[src/rtl/memory_arbiter.sv]
// Two-port round-robin arbiter in front of a single-ported 33-bit (32 data + grubby) memory.
// Port A is the fetch (read-only) requester, port B is the data requester (read/write).
module memory_arbiter #(
    parameter int unsigned ADDR_WIDTH = 14
) (
    input  logic                  clk,
    input  logic                  rst,

    input  logic                  a_valid,
    output logic                  a_ready,
    input  logic [ADDR_WIDTH-1:0] a_addr,
    output logic                  a_rvalid,

    input  logic                  b_valid,
    output logic                  b_ready,
    input  logic                  b_write,
    input  logic [3:0]            b_wmask,
    input  logic [31:0]           b_wdata,
    input  logic                  b_wgrubby,
    input  logic [ADDR_WIDTH-1:0] b_addr,
    output logic                  b_rvalid,

    output logic [31:0]           rdata,
    output logic                  rgrubby,

    output logic                  mem_valid,
    output logic                  mem_write,
    output logic [3:0]            mem_wmask,
    output logic [31:0]           mem_wdata,
    output logic                  mem_wgrubby,
    output logic [ADDR_WIDTH-1:0] mem_addr,
    input  logic [31:0]           mem_rdata,
    input  logic                  mem_rgrubby
);

    localparam int unsigned MASK_W = 4;

    typedef enum logic {
        GRANT_A = 1'b0,
        GRANT_B = 1'b1
    } grant_t;

    grant_t last_grant;
    grant_t last_grant_next;
    logic   a_win;
    logic   b_win;

    // Grant selection: a lone requester wins at once; on conflict the port not served last wins.
    always_comb begin
        a_win           = 1'b0;
        b_win           = 1'b0;
        last_grant_next = last_grant;
        if (!rst) begin
            if (a_valid && b_valid) begin
                if (last_grant == GRANT_B) begin
                    a_win = 1'b1;
                end else begin
                    b_win = 1'b1;
                end
            end else begin
                a_win = a_valid;
                b_win = b_valid;
            end
            if (a_win) begin
                last_grant_next = GRANT_A;
            end else if (b_win) begin
                last_grant_next = GRANT_B;
            end
        end
    end

    // Arbitration state and response ownership; a read issued now returns data next cycle.
    always_ff @(posedge clk or posedge rst) begin
        if (rst) begin
            last_grant <= GRANT_B;
            a_rvalid   <= 1'b0;
            b_rvalid   <= 1'b0;
        end else begin
            last_grant <= last_grant_next;
            a_rvalid   <= a_win;
            b_rvalid   <= b_win;
        end
    end

    assign a_ready     = a_win;
    assign b_ready     = b_win;

    assign mem_valid   = a_win | b_win;
    assign mem_addr    = b_win ? b_addr : a_addr;
    assign mem_write   = b_win & b_write;
    assign mem_wmask   = mem_write ? b_wmask : MASK_W'(0);
    assign mem_wdata   = b_wdata;
    assign mem_wgrubby = b_wgrubby;

    assign rdata       = mem_rdata;
    assign rgrubby     = mem_rgrubby;

endmodule
[config.mk]
export PLATFORM = sky130hd
export DESIGN_NAME = memory_arbiter
export DESIGN_NICKNAME = d
export VERILOG_FILES = /design/src/rtl/memory_arbiter.sv
export SDC_FILE = /design/constraint.sdc
export NUM_CORES = 1
export LEC_CHECK = 0
export CORE_AREA = 2 2 74 76
export DETAILED_ROUTE_END_ITERATION = 7
export DIE_AREA = 0 0 76 78
export PLACE_DENSITY_LB_ADDON = 0.05
export SYNTH_ARGS = -nofsm -noshare
export SYNTH_HDL_FRONTEND = slang
export SYNTH_SLANG_ARGS = --single-unit
[constraint.sdc]
create_clock -name clk -period 1.5 [get_ports clk]
set_input_delay 0.3 -clock clk [delete_from_list [all_inputs] [get_ports clk]]
set_output_delay 0.3 -clock clk [all_outputs]
set_load 0.1 [all_outputs]
==> impl_results.md, run 1 <==
- Leakage power figure: slightly below 0.7 nW
- N_diodes: 0
- Max rail drop VDD: between 0.00015 and 0.0002 V
- Drt pass-1 iters: 2
- DP HPWL: approximately 1900 um
- Clk_lat worst skew: between 200 and 250 ps
- Syn avg cell area: between 8 and 9 um2
- Die height: 78 um
- Largest net degree at the start of global routing: 7
- Synthesis-to-finish area growth: 72.5%
- # rows: 26
- Syn_nets: between 200 and 250
- TritonCTS Buffers: 3
- Reg-to-reg critical path startpoint: last_grant
- Initial DRC Count: 4
- I/O Buffers: 60
- NetSw: 512 uW
- Placed Cells: 170
- Maximum root-to-sink buffer count: 2
- Outcome: complete, but fails checks
- Crit path max-delay family: flip-flops
- GRT Total Usage: 0.0737
- Hold_ws: between 150 and 200 ps
- Placed cell areas: about 1400 um2
- WP data required: 1200 ps
- Vias in the first global route: 674
- Worst-path fanout max: 6
- Post-layout total power: ~1.2 mW
- Final nets: ~210
- Failing checks: setup timing
- Layout Skew: ~1.1 ps
- First-pass GRT wire length: roughly 3500 um
- GPL Wtd Cong: 0.663
- Post-layout min period: between 1500 and 2000 ps
- Max-cap viol count: 0
- Total core area: slightly above 5000 um2
- Max incr delay on CP: between 500 and 600 ps
- Unique cell type count in the Yosys netlist: 16
- Slew HR: 0.873
- Final setup margin: -342 ps
- Post-route insts no fill: between 150 and 200
- Ratio of cells with drive above 1 in the final layout: 0.593
- Worst-path clk slew: around 30 ps
- Worst path bufs/invs: 2
- #FFs+latches synth: 3
- Root Buffer: clkbuf_8
- DR vias/cell: approximately 3.5
- RSZ-0062 raised after global routing: true
- # IOs: 193
- Total number of vias: 620
- Final setup fails: 21
- Sequential share of power: 0.088
- Worst path cell trace: a21o_4, buf_12, mux2_4, buf_12
- TritonCTS clock tree: done
- Final Cell Area: between 1500 and 2000 um2
- Sequential fraction of the synthesis area: 0.0862
- Measured slew at the worst slew-check pin: 190 ps
- Multi-input logic area: 334 um2
- # DRC: 0
- CP Launch Type: flop
- Final core occ: 0.303
- DR WL/cell: approximately 13 um
- RR Endpoint: b_rvalid
- R2R Setup Slk: between 200 and 300 ps
- Initial antenna violation count: 0
- Area share of the largest cell type after synthesis: 0.559
- Most area-consuming cells after synthesis: buf_4 (56%), mux2_4 (17%), dfrtp_1 (5.6%), mux2_2 (5.1%), dfstp_2 (3.0%)
- Die area: between 5000 and 6000 um2
- Yosys warning total: 0
- Sequential cell area: ~76 um2
- Int Pwr: about 650 uW
- Reg2Reg Depth: 4
- Crit end category: output pin
- Yosys top cell by area: buf_4
- Layout fillers: roughly 530
- Fmax: between 500 and 600 MHz
- Routed WL: about 2300 um
- Pwr per Cell Area: ~760 nW/um2
- Switching Share: 0.442
- Tightest Hold Check Type: primary input to asynchronous set/reset pin
- Setup Crit Path Kind: flop to output pin
- Crit path DAT: around 1500 ps
- Clk sink count: 3
- Worst path most repeated cell: buf_12
- Initial Util: 0.176
- Grt ovf: 0
- Routed Antenna Nets: 0
- Fin. max-slew vios: 0
- Mapped cell area: 886 um2
- Slowest library cell on the worst path: dfstp_2
- Cell count after synthesis: 100
- Period utilization: 1.23
- Gate power share: 0.712
- Die width: 76 um
- Clock group share of total power: 0.201
- Final hold vios: 0
- Htree depth: 1
==> flip-flops by register name, indices dropped and copies added (netlist names) <==
| signal | flops |
|---|---|
| a_rvalid | 1 |
| b_rvalid | 1 |
| last_grant | 1 |
==> routing by layer <==
metal / global-route usage / vias to the layer above / routed length (um) / part of all wire
met2: 0.118 / 56 / 1160 / 0.51
met1: 0.0677 / 274 / 704 / 0.31
met4: 0.0527 / 0 / 76 / 0.033
met5: 0 / - / 0 / 0
met3: 0.0488 / 22 / 342 / 0.15
li1: - / 268 / - / -
==> cells by family (layout without fill, tap and decap cells) <==
group,Yosys count,in the layout,share of synthesized area
buf+inv,70,78,0.595
mux,14,14,0.220
simple gates,10,10,0.0706
compound gates,3,3,0.0282
flops,3,3,0.0862
==> cell usage after synthesis <==
cell      count
a21o_4        1
a21oi_1       1
and2_1        1
and3_1        4
buf_12        1
buf_4        66
dfrtp_1       2
dfstp_2       1
inv_1         3
mux2_2        4
mux2_4       10
nand2_1       1
nand2b_1      1
nand2b_4      1
nor2_1        2
o21ai_0       1
==> worst register-to-register path: stages, from the launching register on <==
cell and delay, ps:
dfstp_2 530, a21o_4 170, buf_12 140, clkinvlp_4 130, buf_4 170
==> cell type report <==
cell class,count,share of cell area
timing repair buffer,71,0.635
multi-input combinational,27,0.219
tap,70,0.0573
sequential,3,0.0500
clock buffer,4,0.0295
inverter,3,0.00983
==> through the flow <==
step | setup TNS [ps] | setup WS (ps)
global placement | -10800 | -535
finish | -6680 | -342
global route | -7740 | -392
floorplan | -3020 | -415
CTS | -7090 | -365
detailed placement | -10720 | -532
==> power by group through the flow <==
stage          combinational [mW]  clock [mW]  sequential [mW]
5_1_grt                     0.850       0.251            0.102
3_3_place_gp                0.785           0            0.105
3_5_place_dp                0.786           0            0.104
2_1_floorplan                1.26           0            0.128
4_1_cts                     0.819       0.240            0.102
6_report                    0.824       0.232            0.101
==> cells in the final DEF, fill, tap and decap left out, types with 2 or more instances in the layout <==
| master | count |
|---|---|
| mux2_4 | 14 |
| dfrtp_1 | 2 |
| clkdlybuf4s50_1 | 33 |
| and3_4 | 4 |
| buf_4 | 7 |
| buf_12 | 26 |
| clkbuf_8 | 3 |
| dlygate4sd2_1 | 2 |
==> worst max-delay path by stage <==
stage	cells past startpoint	startpoint	endpoint	slack, ps
after floorplan	3	last_grant	mem_wmask[0]	-420
after global placement	6	b_valid	mem_addr[4]	-530
after detailed placement	6	b_valid	mem_addr[4]	-530
after CTS	4	last_grant	mem_addr[2]	-360
after global routing	5	last_grant	mem_wmask[2]	-390
final	4	last_grant	mem_addr[2]	-340
==> what timing repair did <==
item / in CTS / in global routing
buffers inserted: 2 / 1
pin swaps: 2 / 2
gates cloned: 1 / 0
hold buffers: 0 / 0
setup endpoints to repair: 22 / 21
gates resized for setup: 8 / 3
Note: power is estimated with default switching activity, not from simulation.
==> run 2, diff against run 1 <==
Settings changed: TNS_END_PERCENT set to 5.
==> impl_results.md, run 2 (synthesis gave the netlist of run 1 again) <==
- Largest net degree at the start of global routing: 10 (+3)
- Tightest Hold Check Type: primary input to asynchronous set/reset pin
- DR vias/cell: 3.47 (-0.47%)
- Switching Share: 0.442 (about the same)
- Placed Cells: 170 (unchanged)
- TritonCTS Buffers: 3 (unchanged)
- Leakage power figure: 0.682 nW (+0.60%)
- Pwr per Cell Area: 749 nW/um2 (-1.2%)
- # IOs: 193 (unchanged)
- # rows: 26 (unchanged)
- Worst-path clk slew: 30 ps (about the same)
- Die height: 78 um (unchanged)
- Final setup fails: 21 (unchanged)
- Commonest non-fill, non-tap cells in the layout: clkdlybuf4s50_1 (33), buf_12 (25), mux2_4 (14)
- I/O Buffers: 60 (unchanged)
- Routed WL: 2290 um (+0.35%)
- Layout fillers: 508 (-3.2%)
- Int Pwr: 637 uW (-1.3%)
- Maximum root-to-sink buffer count: 2 (unchanged)
- Sequential share of power: 0.089 (about the same)
- Die width: 76 um (unchanged)
- Initial antenna violation count: 0 (unchanged)
- Final nets: 214 (+0.94%)
- Multi-input logic area: 332 um2 (-0.75%)
- Outcome: complete, but fails checks
- DR WL/cell: 12.7 um (-0.76%)
- Crit end category: output pin
- Post-layout min period: 1840 ps (-1.40 ps)
- Max-cap viol count: 0 (unchanged)
- DP HPWL: 1970 um (+2.4%)
- GPL Wtd Cong: 0.624 (-6.0%)
- Crit path DAT: 1540 ps (about the same)
- Routed Antenna Nets: 0 (unchanged)
- Ratio of cells with drive above 1 in the final layout: 0.591 (-0.00168)
- WP data required: 1200 ps (about the same)
- Clock group share of total power: 0.200 (about the same)
- Layout Skew: 1.73 ps (+0.628 ps)
- Fin. max-slew vios: 0 (unchanged)
- Htree depth: 1 (unchanged)
- CP Launch Type: flop
- Final hold vios: 0 (unchanged)
- # DRC: 0 (unchanged)
- Gate power share: 0.711 (about the same)
- NetSw: 505 uW (-1.3%)
- Root Buffer: clkbuf_8
- Drt pass-1 iters: 2 (unchanged)
- Max rail drop VDD: 0.000268 V (+37%)
- Measured slew at the worst slew-check pin: 191 ps (+0.908 ps)
- Sequential cell area: 76.3 um2 (unchanged)
- Fmax: 543 MHz (about the same)
- Worst-path fanout max: 5 (-1)
- Die area: 5930 um2 (unchanged)
- Post-route insts no fill: 180 (+1.1%)
- Initial DRC Count: 4 (unchanged)
- Synthesis-to-finish area growth: 72.2%
- GRT Total Usage: 0.0739 (+0.000246)
- Most common cell after layout, fill and taps aside: clkdlybuf4s50_1
- Vias in the first global route: 708 (+5.0%)
- Initial Util: 0.176 (unchanged)
- Final setup margin: -340 ps (+1.40 ps)
- First-pass GRT wire length: 3500 um (+0.40%)
- N_diodes: 0 (unchanged)
- Top flop regs: a_rvalid x1, b_rvalid x1, last_grant x1
- Slew HR: 0.872 (about the same)
- Total core area: 5040 um2 (unchanged)
- Setup Crit Path Kind: flop to output pin
- Post-layout total power: 1.14 mW (-1.3%)
- Clk sink count: 3 (unchanged)
- Hold_ws: 174 ps (-10.3 ps)
- RSZ-0062 raised after global routing: true
- TritonCTS clock tree: done
- Clk_lat worst skew: 210 ps (about the same)
- Failing checks: setup timing
- Final TNS setup: -6510 ps (+170 ps)
- Total number of vias: 624 (+0.65%)
- R2R Setup Slk: 160 ps (-90 ps)
- Grt ovf: 0 (unchanged)
- Period utilization: 1.23 (about the same)
-- run 2: power by group through the flow --
| stage | Clock [mW] | Combinational [mW] | Sequential [mW] |
|---|---|---|---|
| after floorplan | 0 | 1.25 | 0.128 |
| after global placement | 0 | 0.780 | 0.102 |
| after detailed placement | 0 | 0.778 | 0.102 |
| after CTS | 0.236 | 0.802 | 0.102 |
| after global routing | 0.245 | 0.841 | 0.103 |
| final | 0.229 | 0.812 | 0.101 |
-- run 2: stage by stage --
step	utilization	worst slack, ps	area (um2)
after floorplan	-	-415	916
after global placement	0.274	-584	1380
after detailed placement	0.274	-573	1380
after CTS	0.294	-373	1480
after global routing	0.302	-396	1530
final	0.302	-340	1530
-- run 2: path summary, 6_finish.rpt --
kind	start	to	depth (start not counted)
setup / recovery	last_grant	mem_addr[10]	4
hold / removal	rst	a_rvalid	3
setup reg to reg	last_grant	b_rvalid	5
hold reg to reg	last_grant	last_grant	3
max in group asynchronous	rst	last_grant	3
min in group clk	rst	last_grant	3
-- run 2: layout make-up --
type | count | area share
multi-input cells | 27 | 0.217
clock buffers | 4 | 0.0295
well taps | 70 | 0.0574
inverters | 3 | 0.00984
flip-flops and latches | 3 | 0.0500
repair buffers | 73 | 0.636
-- run 2: routing by layer --
| metal | wire, um | vias to the layer above | global-route usage | share of wire |
|---|---|---|---|---|
| li1 | - | 272 | - | - |
| met4 | 82 | 0 | 0.0455 | 0.036 |
| met5 | 0 | - | 0 | 0 |
| met3 | 594 | 24 | 0.0814 | 0.26 |
| met1 | 608 | 253 | 0.0565 | 0.27 |
| met2 | 1000 | 75 | 0.112 | 0.44 |
-- run 2: what timing repair did --
item	4_1_cts	5_1_grt
hold buffers	0	0
endpoints found under the setup margin	22	21
gates resized for setup	8	3
pin swaps	2	2
cloned	0	1
buffers inserted	4	1
-- run 2: critical path: stages, from the launching register on --
cell and delay [ps]:
dfstp_2 530, a21o_4 170, clkbuf_16 150, mux2_4 310, buf_12 170
